<file path="config.mk">
export PLATFORM = sky130hd
export DESIGN_NAME = icb_ra_initiator
export DESIGN_NICKNAME = d
export VERILOG_FILES = /design/src/rtl/icb_ra_pkg.sv /design/src/rtl/icb_ra_wordbuf.sv /design/src/rtl/icb_ra_initiator.sv
export SDC_FILE = /design/constraint.sdc
export NUM_CORES = 2
export LEC_CHECK = 0
export BUFFER_PORTS_ARGS = -buffer_cell sky130_fd_sc_hd__buf_2
export CORE_MARGIN = 2
export CORE_UTILIZATION = 55
export CTS_CLUSTER_SIZE = 28
export DETAILED_ROUTE_END_ITERATION = 10
export PLACE_DENSITY_LB_ADDON = 0.15
export SLEW_MARGIN = 10
export SYNTH_ARGS = -nofsm -noshare
export SYNTH_HDL_FRONTEND = slang
export SYNTH_HIERARCHICAL = 1
export SYNTH_SLANG_ARGS = --single-unit
</file>
<file path="constraint.sdc">
create_clock -name clk -period 5.26 [get_ports clk]
set_input_delay 0.789 -clock clk [delete_from_list [all_inputs] [get_ports clk]]
set_output_delay 0.789 -clock clk [all_outputs]
set_load 0.005 [all_outputs]
</file>
<file path="src/rtl/icb_ra_pkg.sv">
// rtl/icb_ra_pkg.sv - shared types and constants for the ICB register-access initiator
package icb_ra_pkg;

    // Word buffer geometry
    localparam int BUF_DEPTH = 32;
    localparam int BUF_AW    = $clog2(BUF_DEPTH);

    // ICB field widths
    localparam int ICB_AW = 32;
    localparam int ICB_DW = 32;

    // Beat counter width: holds 0..BUF_DEPTH inclusive
    localparam int CNT_W = 6;

    // Responder word indices decoded from addr[4:0]
    localparam int REG_STEP_FIRST = 0;
    localparam int REG_STEP_LAST  = 11;
    localparam int REG_POS_FIRST  = 12;
    localparam int REG_POS_LAST   = 23;
    localparam int REG_EN_FIRST   = 24;
    localparam int REG_EN_LAST    = 28;

    typedef enum logic [1:0] {
        ST_IDLE = 2'd0,
        ST_CMD  = 2'd1,
        ST_RSP  = 2'd2,
        ST_DONE = 2'd3
    } state_t;

    // True when the beat at idx is the final one of a count-beat job
    function automatic logic is_last_beat(input logic [CNT_W-1:0] idx,
                                          input logic [CNT_W-1:0] count);
        return (idx + CNT_W'(1)) == count;
    endfunction

endpackage

</file>
<file path="src/rtl/icb_ra_wordbuf.sv">
// rtl/icb_ra_wordbuf.sv - 32x32 word buffer: one write port, registered host read, core lookup
module icb_ra_wordbuf
    import icb_ra_pkg::*;
(
    input  logic              clk,
    input  logic              rst,
    input  logic              we,
    input  logic [BUF_AW-1:0] waddr,
    input  logic [ICB_DW-1:0] wdata,
    input  logic [BUF_AW-1:0] raddr,
    output logic [ICB_DW-1:0] rdata,
    input  logic [BUF_AW-1:0] laddr,
    output logic [ICB_DW-1:0] ldata
);

    logic [ICB_DW-1:0] mem [BUF_DEPTH];

    // Single write port; contents deliberately survive reset
    always_ff @(posedge clk) begin
        if (we) begin
            mem[waddr] <= wdata;
        end
    end

    // Host read port with one cycle of latency
    always_ff @(posedge clk) begin
        if (rst) begin
            rdata <= '0;
        end else begin
            rdata <= mem[raddr];
        end
    end

    // Core lookup feeds the command wdata register directly
    assign ldata = mem[laddr];

endmodule

</file>
<file path="src/rtl/icb_ra_initiator.sv">
// rtl/icb_ra_initiator.sv - ICB register-access initiator; ICB_RA_TIMEOUT_EN adds a response timeout
module icb_ra_initiator
    import icb_ra_pkg::*;
#(
    parameter int unsigned ADDR_STRIDE = 1,
    parameter int unsigned TIMEOUT_CYC = 255
) (
    input  logic              clk,
    input  logic              rst,
    input  logic              start,
    input  logic [ICB_AW-1:0] cfg_base_addr,
    input  logic [CNT_W-1:0]  cfg_count,
    input  logic              cfg_read,
    input  logic              buf_we,
    input  logic [BUF_AW-1:0] buf_waddr,
    input  logic [ICB_DW-1:0] buf_wdata,
    input  logic [BUF_AW-1:0] buf_raddr,
    output logic [ICB_DW-1:0] buf_rdata,
    output logic              busy,
    output logic              done,
    output logic              err,
    output logic [CNT_W-1:0]  beats_done,
    output logic              o_icb_cmd_valid,
    input  logic              o_icb_cmd_ready,
    output logic [ICB_AW-1:0] o_icb_cmd_addr,
    output logic              o_icb_cmd_read,
    output logic [ICB_DW-1:0] o_icb_cmd_wdata,
    input  logic              o_icb_rsp_valid,
    output logic              o_icb_rsp_ready,
    input  logic [ICB_DW-1:0] o_icb_rsp_rdata
);

    state_t            state;
    logic [CNT_W-1:0]  idx;
    logic [CNT_W-1:0]  count;
    logic              job_read;

    logic              beat_fire;
    logic              last_beat;
    logic [BUF_AW-1:0] lookup_addr;
    logic [ICB_DW-1:0] lookup_data;
    logic              wr_en;
    logic [BUF_AW-1:0] wr_addr;
    logic [ICB_DW-1:0] wr_data;

`ifdef ICB_RA_TIMEOUT_EN
    localparam int TMO_W = $clog2(TIMEOUT_CYC + 1);
    logic [TMO_W-1:0] tmo_cnt;
`else
    // The limit only matters when the timeout is built in
    logic unused_timeout_cfg;
    assign unused_timeout_cfg = |TIMEOUT_CYC;
`endif

    // idx always equals the number of completed beats
    assign beats_done = idx;

    // Beat completion, next-word lookup and buffer write-source selection
    always_comb begin
        beat_fire   = ((state == ST_CMD) && o_icb_cmd_ready && o_icb_rsp_valid) ||
                      ((state == ST_RSP) && o_icb_rsp_valid);
        last_beat   = is_last_beat(idx, count);
        lookup_addr = (state == ST_IDLE) ? '0 : BUF_AW'(idx + CNT_W'(1));
        if (state == ST_IDLE) begin
            wr_en   = buf_we;
            wr_addr = buf_waddr;
            wr_data = buf_wdata;
        end else begin
            wr_en   = beat_fire && job_read;
            wr_addr = idx[BUF_AW-1:0];
            wr_data = o_icb_rsp_rdata;
        end
    end

    icb_ra_wordbuf u_wordbuf (
        .clk   (clk),
        .rst   (rst),
        .we    (wr_en),
        .waddr (wr_addr),
        .wdata (wr_data),
        .raddr (buf_raddr),
        .rdata (buf_rdata),
        .laddr (lookup_addr),
        .ldata (lookup_data)
    );

    // Job sequencer: one outstanding transaction, all interface outputs registered
    always_ff @(posedge clk) begin
        if (rst) begin
            state           <= ST_IDLE;
            idx             <= '0;
            count           <= '0;
            job_read        <= 1'b0;
            busy            <= 1'b0;
            done            <= 1'b0;
            err             <= 1'b0;
            o_icb_cmd_valid <= 1'b0;
            o_icb_rsp_ready <= 1'b0;
            o_icb_cmd_addr  <= '0;
            o_icb_cmd_read  <= 1'b0;
            o_icb_cmd_wdata <= '0;
`ifdef ICB_RA_TIMEOUT_EN
            tmo_cnt         <= '0;
`endif
        end else begin
            done <= 1'b0;
            case (state)
                ST_IDLE: begin
                    if (start) begin
                        count    <= cfg_count;
                        job_read <= cfg_read;
                        idx      <= '0;
                        err      <= 1'b0;
                        busy     <= 1'b1;
                        if (cfg_count == '0) begin
                            state <= ST_DONE;
                        end else begin
                            state           <= ST_CMD;
                            o_icb_cmd_valid <= 1'b1;
                            o_icb_rsp_ready <= 1'b1;
                            o_icb_cmd_addr  <= cfg_base_addr;
                            o_icb_cmd_read  <= cfg_read;
                            o_icb_cmd_wdata <= cfg_read ? '0 : lookup_data;
                        end
                    end
                end
                ST_CMD: begin
                    // Fields hold while ready is low; only the accept moves us on
                    if (o_icb_cmd_ready) begin
                        o_icb_cmd_valid <= 1'b0;
                        if (!o_icb_rsp_valid) begin
                            state <= ST_RSP;
`ifdef ICB_RA_TIMEOUT_EN
                            tmo_cnt <= '0;
`endif
                        end
                    end
                end
                ST_RSP: begin
`ifdef ICB_RA_TIMEOUT_EN
                    if (!o_icb_rsp_valid) begin
                        if (tmo_cnt == TMO_W'(TIMEOUT_CYC - 1)) begin
                            err             <= 1'b1;
                            state           <= ST_DONE;
                            o_icb_rsp_ready <= 1'b0;
                        end else begin
                            tmo_cnt <= tmo_cnt + TMO_W'(1);
                        end
                    end
`endif
                end
                ST_DONE: begin
                    done  <= 1'b1;
                    busy  <= 1'b0;
                    state <= ST_IDLE;
                end
                default: begin
                    state <= ST_IDLE;
                end
            endcase

            // A completed beat overrides the per-state updates above
            if (beat_fire) begin
                idx <= idx + CNT_W'(1);
                if (last_beat) begin
                    state           <= ST_DONE;
                    o_icb_cmd_valid <= 1'b0;
                    o_icb_rsp_ready <= 1'b0;
                end else begin
                    state           <= ST_CMD;
                    o_icb_cmd_valid <= 1'b1;
                    o_icb_rsp_ready <= 1'b1;
                    o_icb_cmd_addr  <= o_icb_cmd_addr + ICB_AW'(ADDR_STRIDE);
                    o_icb_cmd_wdata <= job_read ? '0 : lookup_data;
                end
            end
        end
    end

endmodule

</file>
==> results.tsv <==
stage	metric	value	unit
timing	fin_setup_tns	0	ns
floorplanning	dieArea	97350	sq um
power_and_ir_drop	powerDensity	457.8	nW/um^2
logic_synthesis	synth-simple-area-share	0.02556	
logic_synthesis	synth_top_family_by_area	multiplexers	
logic_synthesis	synth_xor_area_frac	0.001343	
setup_path	crit_type	reg2reg	
cells_and_area	synthToLayoutAreaGrowth	12.95	%
logic_synthesis	ys_ff_latch	1140	
logic_synthesis	muxShareOfSynthArea	0.2747	
route	drc	0	
logic_synthesis	synth_fp_nets	2822	
clock_tree	cts_hold_buffers	0	
logic_synthesis	syn_inst	2697	
route	drtAntennaViolNets	0	
cells_and_area	layout_commonest_cell	edfxtp_1	
clock_tree	h-tree-depth	3	
logic_synthesis	synth_seq_area_share	0.6338	
route	drtPass1Iterations	5	
global_route	grt_max_degree	66	
logic_synthesis	synth_ff_type	edfxtp_1	
clock_tree	cts_tree	yes	
timing	max_freq	245.2	MHz
placed_design	dp_hpwl	94.85	mm
logic_synthesis	synth-compound-area-share	0.04165	
floorplanning	start_util	0.5574	
route	routed_wl	151.6	mm
outcome	status	finished clean	
global_route	grt_overflow_total	0	
logic_synthesis	yosysTopAreaCell	edfxtp_1	
floorplanning	die_w	312.0	microns
clock_tree	ctsResizeCount	0	
setup_path	worstPathCellList	ha_1, nand3_1, a221o_1, o31ai_4, buf_4, and2_1, a311oi_1, nor4_2	
setup_path	critPathTopFamily	simple AND/OR/NAND/NOR gates	
logic_synthesis	async_reset_ff_frac	0	
setup_path	crit_path_max_fanout	64	
clock_tree	cts_buffer_depth	3	
cells_and_area	layout-drive-gt1-share	0.3869	
global_route	gr-usage-all-layers	0.3133	
route	drt-initial-drc-count	4536	
setup_path	cp-start-kind	flop	
clock_tree	post_cts_buffers	0	
power_and_ir_drop	p_leak	18.88	nW
placed_design	place.gp.congestion	0.8875	
timing	slew_violations	0	
power_and_ir_drop	peakVddDrop	349.9	uV
logic_synthesis	synth_edf_count	1024	
setup_path	slowest_stage	and2_1	
logic_synthesis	synthTopCellsByArea	edfxtp_1 (59%), mux4_2 (23%), dfxtp_1 (4.5%)	
timing	setup_viol	0	
clock_tree	clock-sinks	1140	
setup_path	reg2reg_slack	1.18	ns
floorplanning	die_height	312.0	microns
logic_synthesis	ys_types	59	
route	routed_via_density	7.125	
setup_path	cp_slowest_stage_delay	0.89	ns
timing	finalHoldViolations	0	
worst_hold_path	min_path_type	in2reg	
placed_design	portBuffers	225	
timing	hold_slack	0.3594	ns
logic_synthesis	synth-adder-area-share	0.001439	
floorplanning	row_count	112	
clock_tree	clkTransAtPathRegs	0.06	ns
floorplanning	core-area	93610	sq um
route	vias	30500	
logic_synthesis	synth.top_cell.area_share	0.5893	
global_route	grt_pass1_wl	218.9	mm
floorplanning	boundaryPins	227	
timing	fin_skew	0.02151	ns
cells_and_area	layout_common_cells	edfxtp_1 (1,024), mux4_2 (544), buf_2 (222)	
timing	layout_min_cycle_time	4.079	ns
clock_tree	numCtsBuffers	116	
logic_synthesis	yosys_warnings	6	
logic_synthesis	avgSynthCellArea	19.35	sq um
setup_path	worstPathRequired	5.83	ns
setup_path	cp_num_buf_inv	1	
clock_tree	clock_latency	0.69	ns
timing	max-slew-margin-rel	0.2338	
timing	tightest_slew	1.147	ns
timing	finalCritPeriodShare	0.7755	
global_route	antenna_found_initial	12	
setup_path	worstSetupEndpointType	flop	
clock_tree	clockRootBuffer	clkbuf_16	
run	cap_violations	0	
cells_and_area	nets	3051	
timing	rsz0062_at_grt	false	
setup_path	arrival	4.65	ns
logic_synthesis	syn-cell-area	52180	sq um
global_route	grt_pass1_vias	30420	
route	wl_per_cell	35.41	microns
Yosys cell counts, types with 33 or more instances:
master / number
o21ai_0: 55
buf_4: 36
a31oi_1: 44
mux2_2: 70
buf_2: 47
a21oi_1: 60
nand2_1: 68
mux2i_1: 129
mux4_2: 544
a221o_1: 33
clkbuf_1: 92
nor2_1: 81
dfxtp_1: 116
edfxtp_1: 1024
per-stage QoR:
step	instance area, sq um	utilization	setup slack, ns	instances	total power, mW
global route	58930	0.6296	0.9501	4280	27.83
global placement	55220	0.5898	1.219	4061	18.85
CTS	58910	0.6293	1.230	4277	27.03
floorplan	52180	-	1.222	2697	16.45
finish	58930	0.6296	1.181	4280	26.98
detailed placement	55220	0.5898	1.231	4061	19.06
worst paths after layout:
check                                     endpoint               from  cells past startpoint
worst min-delay path            o_icb_cmd_addr[17]  cfg_base_addr[17]                      3
worst min register to register      o_icb_cmd_read     o_icb_cmd_read                      2
worst max register to register  o_icb_cmd_addr[24]      beats_done[0]                      8
worst max-delay path            o_icb_cmd_addr[24]      beats_done[0]                      8
state kept, by name, summed over array words and instances, names as in the netlist:
name / count
beats_done: 6
busy: 1
count: 6
done: 1
job_read: 1
o_icb_cmd_addr: 32
o_icb_cmd_read: 1
o_icb_cmd_valid: 1
o_icb_cmd_wdata: 32
o_icb_rsp_ready: 1
state: 2
u_wordbuf/mem: 1024
u_wordbuf/rdata: 32
metal layers:
| layer | global-route usage | wire length [microns] | vias to the layer above |
|---|---|---|---|
| met1 | 0.4648 | 58710 | 16120 |
| met3 | 0.08620 | 20020 | 256 |
| met4 | 0.07955 | 3612 | 6 |
| met5 | 0 | 41 | - |
| li1 | - | - | 12090 |
| met2 | 0.4669 | 69190 | 2029 |
final cells by class:
class	instances	area, sq um
fill	6455	34680
inverter	7	28.78
tap	1254	1569
clock inverter	54	435.4
timing repair buffer	325	2237
multi-input combinational	1336	18330
sequential	1140	33070
antenna	2	5.005
clock buffer	162	3258
power by group:
group | switching (mW) | leakage (nW) | total [mW] | internal [mW]
clock | 3.42 | 1.84 | 8.05 | 4.63
combinational | 4.26 | 6.88 | 7.39 | 3.13
sequential | 0.299 | 10.2 | 11.5 | 11.2
worst min-delay path: stages:
cell	delay, ns
buf_2	0.10
nand2_1	0.05
a21oi_1	0.05
cell families (layout without fill, tap and decap cells):
kind of cell | after synthesis | count (layout)
compound gates | 309 | 309
xor+xnor | 8 | 8
fa+ha+maj | 6 | 6
buf+inv | 221 | 548
flops | 1140 | 1140
mux | 743 | 743
other cells | 1 | 3
simple gates | 269 | 269
Note: power is estimated with default switching activity, not from simulation.
